`src/rtl/float_mult_seq.sv`:
```
// Multi-cycle IEEE-754 single-precision multiplier using one shift-add adder.
// Valid/ready on both sides; the result is held until the consumer takes it.
module float_mult_seq #(
  parameter int MANT_W = 24
) (
  input  logic        clk,
  input  logic        resetn,
  input  logic        in_valid,
  output logic        in_ready,
  input  logic [31:0] x,
  input  logic [31:0] y,
  output logic        out_valid,
  input  logic        out_ready,
  output logic [31:0] result,
  output logic        zero,
  output logic        underflow,
  output logic        overflow,
  output logic        nan,
  output logic        busy
);

  localparam int P_W    = 2 * MANT_W;
  localparam int FRAC_W = MANT_W - 1;
  localparam int CNT_W  = $clog2(MANT_W);

  typedef enum logic [2:0] {
    S_IDLE,
    S_UNPACK,
    S_MULT,
    S_NORM,
    S_DONE
  } state_t;

  state_t             state_reg;
  logic [31:0]        x_reg, y_reg;
  logic               sign_reg;
  logic [7:0]         ea_reg, eb_reg;
  logic [P_W-1:0]     mcand_reg;
  logic [MANT_W-1:0]  mplier_reg;
  logic [P_W-1:0]     p_reg;
  logic [CNT_W-1:0]   cnt_reg;
  logic               special_reg;
  logic [31:0]        special_res_reg;
  logic               special_zero_reg, special_nan_reg;
  logic [31:0]        result_reg;
  logic               zero_reg, underflow_reg, overflow_reg, nan_reg;
  logic               out_valid_reg;

  // Operand classification, evaluated on the latched operands during UNPACK.
  logic       x_nan, y_nan, x_inf, y_inf, x_zero, y_zero;
  logic       nan_case, zero_case, inf_case;
  logic       sign_next;
  logic [31:0] special_res_next;

  always_comb begin
    x_zero    = (x_reg[30:23] == 8'h00);
    y_zero    = (y_reg[30:23] == 8'h00);
    x_nan     = (x_reg[30:23] == 8'hFF) && (x_reg[22:0] != 23'd0);
    y_nan     = (y_reg[30:23] == 8'hFF) && (y_reg[22:0] != 23'd0);
    x_inf     = (x_reg[30:23] == 8'hFF) && (x_reg[22:0] == 23'd0);
    y_inf     = (y_reg[30:23] == 8'hFF) && (y_reg[22:0] == 23'd0);
    sign_next = x_reg[31] ^ y_reg[31];
    nan_case  = x_nan || y_nan || (x_inf && y_zero) || (y_inf && x_zero);
    zero_case = x_zero || y_zero;
    inf_case  = x_inf || y_inf;
    if (nan_case)
      special_res_next = 32'h7FC0_0000;
    else if (zero_case)
      special_res_next = {sign_next, 31'd0};
    else
      special_res_next = {sign_next, 8'hFF, 23'd0};
  end

  // Normalisation of the finished product; exponent kept signed to catch both range ends.
  logic signed [9:0] e_norm;
  logic [FRAC_W-1:0] mant_norm;

  always_comb begin
    e_norm = $signed({2'b00, ea_reg}) + $signed({2'b00, eb_reg}) - 10'sd127;
    if (p_reg[P_W-1]) begin
      mant_norm = p_reg[P_W-2 -: FRAC_W];
      e_norm    = e_norm + 10'sd1;
    end else begin
      mant_norm = p_reg[P_W-3 -: FRAC_W];
    end
  end

  always_ff @(posedge clk) begin
    if (!resetn) begin
      state_reg        <= S_IDLE;
      x_reg            <= '0;
      y_reg            <= '0;
      sign_reg         <= 1'b0;
      ea_reg           <= '0;
      eb_reg           <= '0;
      mcand_reg        <= '0;
      mplier_reg       <= '0;
      p_reg            <= '0;
      cnt_reg          <= '0;
      special_reg      <= 1'b0;
      special_res_reg  <= '0;
      special_zero_reg <= 1'b0;
      special_nan_reg  <= 1'b0;
      result_reg       <= '0;
      zero_reg         <= 1'b0;
      underflow_reg    <= 1'b0;
      overflow_reg     <= 1'b0;
      nan_reg          <= 1'b0;
      out_valid_reg    <= 1'b0;
    end else begin
      case (state_reg)
        S_IDLE: begin
          if (in_valid) begin
            x_reg         <= x;
            y_reg         <= y;
            zero_reg      <= 1'b0;
            underflow_reg <= 1'b0;
            overflow_reg  <= 1'b0;
            nan_reg       <= 1'b0;
            state_reg     <= S_UNPACK;
          end
        end
        S_UNPACK: begin
          sign_reg         <= sign_next;
          ea_reg           <= x_reg[30:23];
          eb_reg           <= y_reg[30:23];
          mcand_reg        <= {{(P_W-MANT_W){1'b0}}, 1'b1, x_reg[FRAC_W-1:0]};
          mplier_reg       <= {1'b1, y_reg[FRAC_W-1:0]};
          p_reg            <= '0;
          cnt_reg          <= '0;
          special_reg      <= nan_case || zero_case || inf_case;
          special_res_reg  <= special_res_next;
          special_nan_reg  <= nan_case;
          special_zero_reg <= !nan_case && zero_case;
          // Special operands skip MULT; NORM commits every result so DONE has one source.
          state_reg        <= (nan_case || zero_case || inf_case) ? S_NORM : S_MULT;
        end
        S_MULT: begin
          if (mplier_reg[0])
            p_reg <= p_reg + mcand_reg;
          mcand_reg  <= mcand_reg << 1;
          mplier_reg <= mplier_reg >> 1;
          cnt_reg    <= cnt_reg + 1'b1;
          if (cnt_reg == CNT_W'(MANT_W - 1))
            state_reg <= S_NORM;
        end
        S_NORM: begin
          if (special_reg) begin
            result_reg <= special_res_reg;
            zero_reg   <= special_zero_reg;
            nan_reg    <= special_nan_reg;
          end else if (e_norm >= 10'sd255) begin
            result_reg   <= {sign_reg, 8'hFF, 23'd0};
            overflow_reg <= 1'b1;
          end else if (e_norm <= 10'sd0) begin
            result_reg    <= {sign_reg, 31'd0};
            underflow_reg <= 1'b1;
          end else begin
            result_reg <= {sign_reg, e_norm[7:0], mant_norm};
          end
          out_valid_reg <= 1'b1;
          state_reg     <= S_DONE;
        end
        S_DONE: begin
          if (out_ready) begin
            out_valid_reg <= 1'b0;
            state_reg     <= S_IDLE;
          end
        end
        default: state_reg <= S_IDLE;
      endcase
    end
  end

  assign in_ready  = (state_reg == S_IDLE);
  assign busy      = (state_reg != S_IDLE);
  assign out_valid = out_valid_reg;
  assign result    = result_reg;
  assign zero      = zero_reg;
  assign underflow = underflow_reg;
  assign overflow  = overflow_reg;
  assign nan       = nan_reg;

endmodule

```
`config.mk`:
```
export PLATFORM = sky130hd
export DESIGN_NAME = float_mult_seq
export DESIGN_NICKNAME = d
export VERILOG_FILES = /design/src/rtl/float_mult_seq.sv
export SDC_FILE = /design/constraint.sdc
export NUM_CORES = 1
export LEC_CHECK = 0
export CAP_MARGIN = 20
export CORE_AREA = 4 4 202 204
export CTS_CLUSTER_SIZE = 20
export DETAILED_ROUTE_END_ITERATION = 12
export DIE_AREA = 0 0 206 208
export PLACE_DENSITY = 0.63
export SLEW_MARGIN = 30
export SYNTH_ARGS = -nofsm -noshare
export SYNTH_HDL_FRONTEND = slang
export SYNTH_SLANG_ARGS = --single-unit
```
`constraint.sdc`:
```
create_clock -name clk -period 4.2 [get_ports clk]
set_clock_uncertainty 0.15 [all_clocks]
set_input_delay 0.42 -clock clk [delete_from_list [all_inputs] [get_ports clk]]
set_output_delay 0.42 -clock clk [all_outputs]
set_load 0.005 [all_outputs]
```
Word-level counts from Yosys, hierarchy flattened --
Cells that the tools add are included.
Cells by class: shift-type cells 0, bitwise logic cells 1, divide/modulo/power cells 0, equal/unequal tests 16, multiplexer cells 31, magnitude comparators 2, reductions and logical operators 33, multiply operators 0, add/subtract/negate cells 5
Operators by type and width (number):
- $pmux W48 S2 | 2
- $mux W31 | 3
- $mux W32 | 2
- $add A48 B48 Y48 | 1
- $mux W48 | 1
- $pmux W24 S2 | 1
- $logic_not A23 Y1 | 2
- $reduce_bool A23 Y1 | 2
- $mux W23 | 1
- $ne A2 B2 Y1 const B | 9
- $eq A8 B8 Y1 const B | 2
- $logic_not A8 Y1 | 2
- $pmux W3 S5 | 1
- $add A10 B2 Y10 const B | 1
- $ge A10 B9 Y1 const B | 1
- $le A10 B1 Y1 const B | 1
- $mux W1 | 10
- $mux W10 | 1
- $pmux W1 S2 | 5
- $pmux W5 S2 | 1
- $sub A9 B7 Y10 const B | 1
- $add A8 B8 Y9 | 1
- $mux W3 | 3
- $logic_and A1 B1 Y1 | 7
- other kinds (15) | 27
Storage, ports and cells: memory bits (read-only) 0, latch bits 0, output and inout bits 39, flip-flop bits (word level) 281, logic and storage cells 108, memories 0, RAM bits 0

Depth between registers and ports, before layout --
depth after elaboration 9, mapped depth 16, gate-level depth less buffers 14

Least setup slack after synthesis --
Ideal clock, no wire load.
path type reg2reg, start point reg ea_reg[1], end point reg result_reg[10], in the netlist result[10], path slack 545 ps, data required time 3983 ps, cell stages (with the launch flop) 14, arrival 3437 ps, period minus slack after synthesis 3655 ps, path through dfxtp_1 > ha_1 > ha_1 > fa_1 > a211o_1 > and2_4 > or4b_1 > clkbuf_2 > and4_4 > mux2_4 > o21ai_4 > nand4_4 > buf_6 > o21ai_2
Between the ends: word-level cells in the longest chain between the ends 8
Ends and longest elaborated chain:
- from (decl) | line 37 | logic [7:0] ea_reg, eb_reg;
- from (signal assigned) | line 125 | ea_reg <= x_reg[30:23];
- $add A8 B8 Y9 (*) | line 79 | e_norm = $signed({2'b00, ea_reg}) + $signed({2'b00, eb_reg}) - 10'sd127;
- $sub A9 B7 Y10 (*) | line 79
- $add A10 B2 Y10 | line 82 | e_norm = e_norm + 10'sd1;
- $mux W10 (*) | line 80 | if (p_reg[P_W-1]) begin
- $le A10 B1 Y1 | line 155 | end else if (e_norm <= 10'sd0) begin
- $mux W31 | line 155
- $mux W31 (*) | line 152 | end else if (e_norm >= 10'sd255) begin
- $mux W32 (*) | line 148 | if (special_reg) begin
- to (signal assigned) | line 149 | result_reg <= special_res_reg;
- to (signal assigned) | line 153 | result_reg <= {sign_reg, 8'hFF, 23'd0};
- to (signal assigned) | line 156 | result_reg <= {sign_reg, 31'd0};
- to (decl) | line 45 | logic [31:0] result_reg;
Mark *: on every way between the ends. The rest lies on a longest branch, timed or not. A chain may end at the register's enable or synchronous reset.

Final worst setup path --
start point reg ea_reg[1], end point reg result_reg[1], in the netlist result[1]
The elaborated chain is that of the path after synthesis.

==> impl_metrics.tcl <==
set metrics [dict create \
    synth.area.top_cells "dfxtp_1 (37%), nand2_1 (8.8%), a21boi_0 (7.4%)" \
    cp-end-kind "flop" \
    syn_to_final_growth_pct 19.1 \
    whs_path_depth 2 \
    arrival_ps 4300 \
    clk_pin_slew_ps 60 \
    synth_flop_cell "dfxtp_1" \
    nets 1817 \
    hold_viol 0 \
    drc 0 \
    die_width_um 206 \
    top_layer "met4" \
    status "completed" \
    drive_gt1_share_pct 7.04 \
    peakVddDrop_mv 0.321 \
    fin_ws_ps 241 \
    synth_seq_cells 251 \
    p_comb_share_pct 17.8 \
    grt_pass1_wl_mm 57.8 \
    crit-reg2reg-launch "ea_reg[1]" \
    p_switching_mw 1.98 \
    multi_input_area_um2 7940 \
    r2r_setup_slack_ps 240 \
    synth_area_per_cell_um2 8.24 \
    grt_setup_unrepaired "no" \
    holdCritPathClass "in -> reg" \
    p_leak_nw 5.92 \
    clk_latency_ps 570 \
    met1_length_mm 18.1 \
    path_max_fanout 14 \
    wl_per_cell_um 15.8 \
    grt_pass1_vias 11200 \
    drtPass1Iterations 5 \
    wl_met3_mm 1.32 \
    num_rows 73 \
    pre_cts_ws_ps 165 \
    seq_power_share_pct 40.7 \
    io_pins 107 \
    htreeDepth 1 \
    die_area_um2 42800 \
    power.density_nw_per_um2 414 \
    ys_seq_area_share_pct 37.3 \
    total_power_mw 6.64 \
    finalCritPeriodShare_pct 94.3 \
    hold_ws_ps 200 \
    max_stage_delay_ps 590 \
    worstMarginPinSlew_ps 949 \
    regArea_um2 5030 \
    synth_edf_count 0 \
    wl_met2_mm 15.0 \
    core_um2 39300 \
    slew_headroom_pct 36.7 \
    async_reset_ff_share_pct 0 \
    crit_required_ps 4540 \
    ys_types 83 \
    syn_inst 1634 \
    critPathKind "reg -> reg" \
    min_delay_worst_endpoint "result[31]" \
    initial_core_util_pct 34.3 \
    die_h_um 208 \
    synth.net_count 1768 \
    gp_congestion 0.895 \
    p_sw_share_pct 29.7 \
    diodes 0 \
    synth_area_leader_cell "dfxtp_1" \
    gr-usage-all-layers_pct 15.9 \
    start_kind "flop" \
    min-delay-start "resetn" \
    finalCriticalPeriod_ps 3960 \
    yosysWarningCount 0 \
    vias 11700 \
    p_clk_share_pct 41.5 \
    cts_sinks 251 \
    setup_viol 0 \
    drv_slew 0 \
    synth_top_cell_area_share_pct 37.3 \
    netlist_area_um2 13500 \
    path_common_cell "ha_1" \
    via_per_inst 5.24 \
    rr_worst_depth 12 \
    ant_nets 0 \
    portBuffers 106 \
    cp_slowest_cell "or4b_4" \
    drtIter0Drc 663 \
    post-cts-setup-buffer-count 0 \
    crit_path_cell_trace "ha_1, ha_1, fa_1, a211o_1, and2_4, or4b_4, and4_4, mux2_4, o21ai_4, nand4_4, buf_12, o21ai_0" \
    timing.fmax_ghz 0.253 \
    gr-total-overflow 0 \
    routed_wl_mm 35.2 \
    numCtsBuffers 28 \
    antenna_found_initial 0 \
    hpwl_mm 25.4 \
    fillers 3981 \
    clockRootBuffer "clkbuf_16" \
    max-clock-path-buffers 3 \
    cts_tree "yes" \
    fin_util_pct 40.8 \
    tns_ps 0 \
    reg2reg_to "result[1]" \
    intPower_mw 4.67 \
    grt_max_degree 89 \
    max_cap_violations 0 \
]
==> logic make-up after synthesis <==
kind of cell               count (synthesis)  synth area share (%)
AOI/OAI and AO/OA                        509                  26.3
xor gates and xnor gates                  53                  3.55
adders and majority gates                 66                  6.24
buffers and inverters                    136                  3.98
DFF                                      251                  37.3
muxes                                     28                  2.13
and+or+nand+nor                          591                  20.5
==> cell usage after synthesis (all sizes together), types with 19 or more instances <==
library cell / n
a21boi: 132
a21o: 26
a21oi: 65
a22oi: 71
and2: 30
clkbuf: 96
dfxtp: 251
ha: 64
inv: 28
mux2i: 26
nand2: 314
nand3: 47
nand4: 22
nor2: 61
nor2b: 31
nor3: 22
o21ai: 112
xnor2: 33
xor2: 19
==> through the flow <==
step / cell area [µm²] / std cells
6_report: 16000 / 2230
5_1_grt: 16000 / 2230
3_5_place_dp: 15000 / 2178
3_3_place_gp: 14900 / 2177
2_1_floorplan: 13500 / 1634
4_1_cts: 16000 / 2230
==> power groups by stage <==
stage	Clock, mW	Sequential (mW)	Combinational (mW)
6_report	2.76	2.70	1.18
5_1_grt	2.92	2.73	1.32
4_1_cts	2.83	2.70	1.19
3_5_place_dp	0	2.75	1.19
3_3_place_gp	0	2.75	1.15
2_1_floorplan	0	2.68	0.809
==> worst max-delay path: cells and delay by family (launching register included) <==
kind	cells	cell delay [ps]
flip-flops	1	310
AO/OA/AOI/OAI	3	730
AND/OR/NAND/NOR	4	1160
adder cells (fa/ha/maj)	3	1010
buffers and inverters	1	230
multiplexers	1	270
==> final cells by class <==
cell class	count	share of cell area, %
clock buffer	39	5.00
clock inverter	13	1.61
inverter	28	0.655
multi-input combinational	1247	49.5
sequential	251	31.3
tap	525	4.10
timing repair buffer	127	7.79
==> how the worst max path moves through the flow <==
| stage | from | end | slack, ps | depth (start not counted) |
|---|---|---|---|---|
| after floorplan | ea_reg[1] | result[10] | 550 | 13 |
| after global placement | ea_reg[1] | result[1] | 210 | 12 |
| after detailed placement | ea_reg[1] | result[1] | 160 | 12 |
| after CTS | ea_reg[1] | result[1] | 110 | 12 |
| after global routing | ea_reg[1] | result[24] | 100 | 13 |
| final | ea_reg[1] | result[1] | 240 | 12 |
==> layout by cell type, fill, tap and decap left out, types with 20 or more instances in the layout <==
cell               n
nand2_1          313
dfxtp_1          250
a21boi_0         132
clkdlybuf4s50_1  105
o21ai_0           89
a22oi_1           71
a21oi_1           65
ha_1              64
nor2_1            60
nand3_1           47
xnor2_1           33
nor2b_1           31
inv_1             28
and2_1            28
clkbuf_16         28
a21o_1            26
mux2i_1           26
nor3_1            22
nand4_1           21
o21ai_2           20
buf_4             20
==> repair_timing <==
action / in CTS / in global routing
setup endpoints to repair: 0 / 6
hold buffers: 0 / 0
resized for setup: 0 / 2
==> layer usage <==
metal / GRT usage (%) / vias up
met2: 24.4 / 193
met1: 23.8 / 5507
met4: 3.37 / 0
met5: 0 / -
li1: - / 5931
met3: 2.18 / 51
Note: power is estimated with default switching activity, not from simulation.
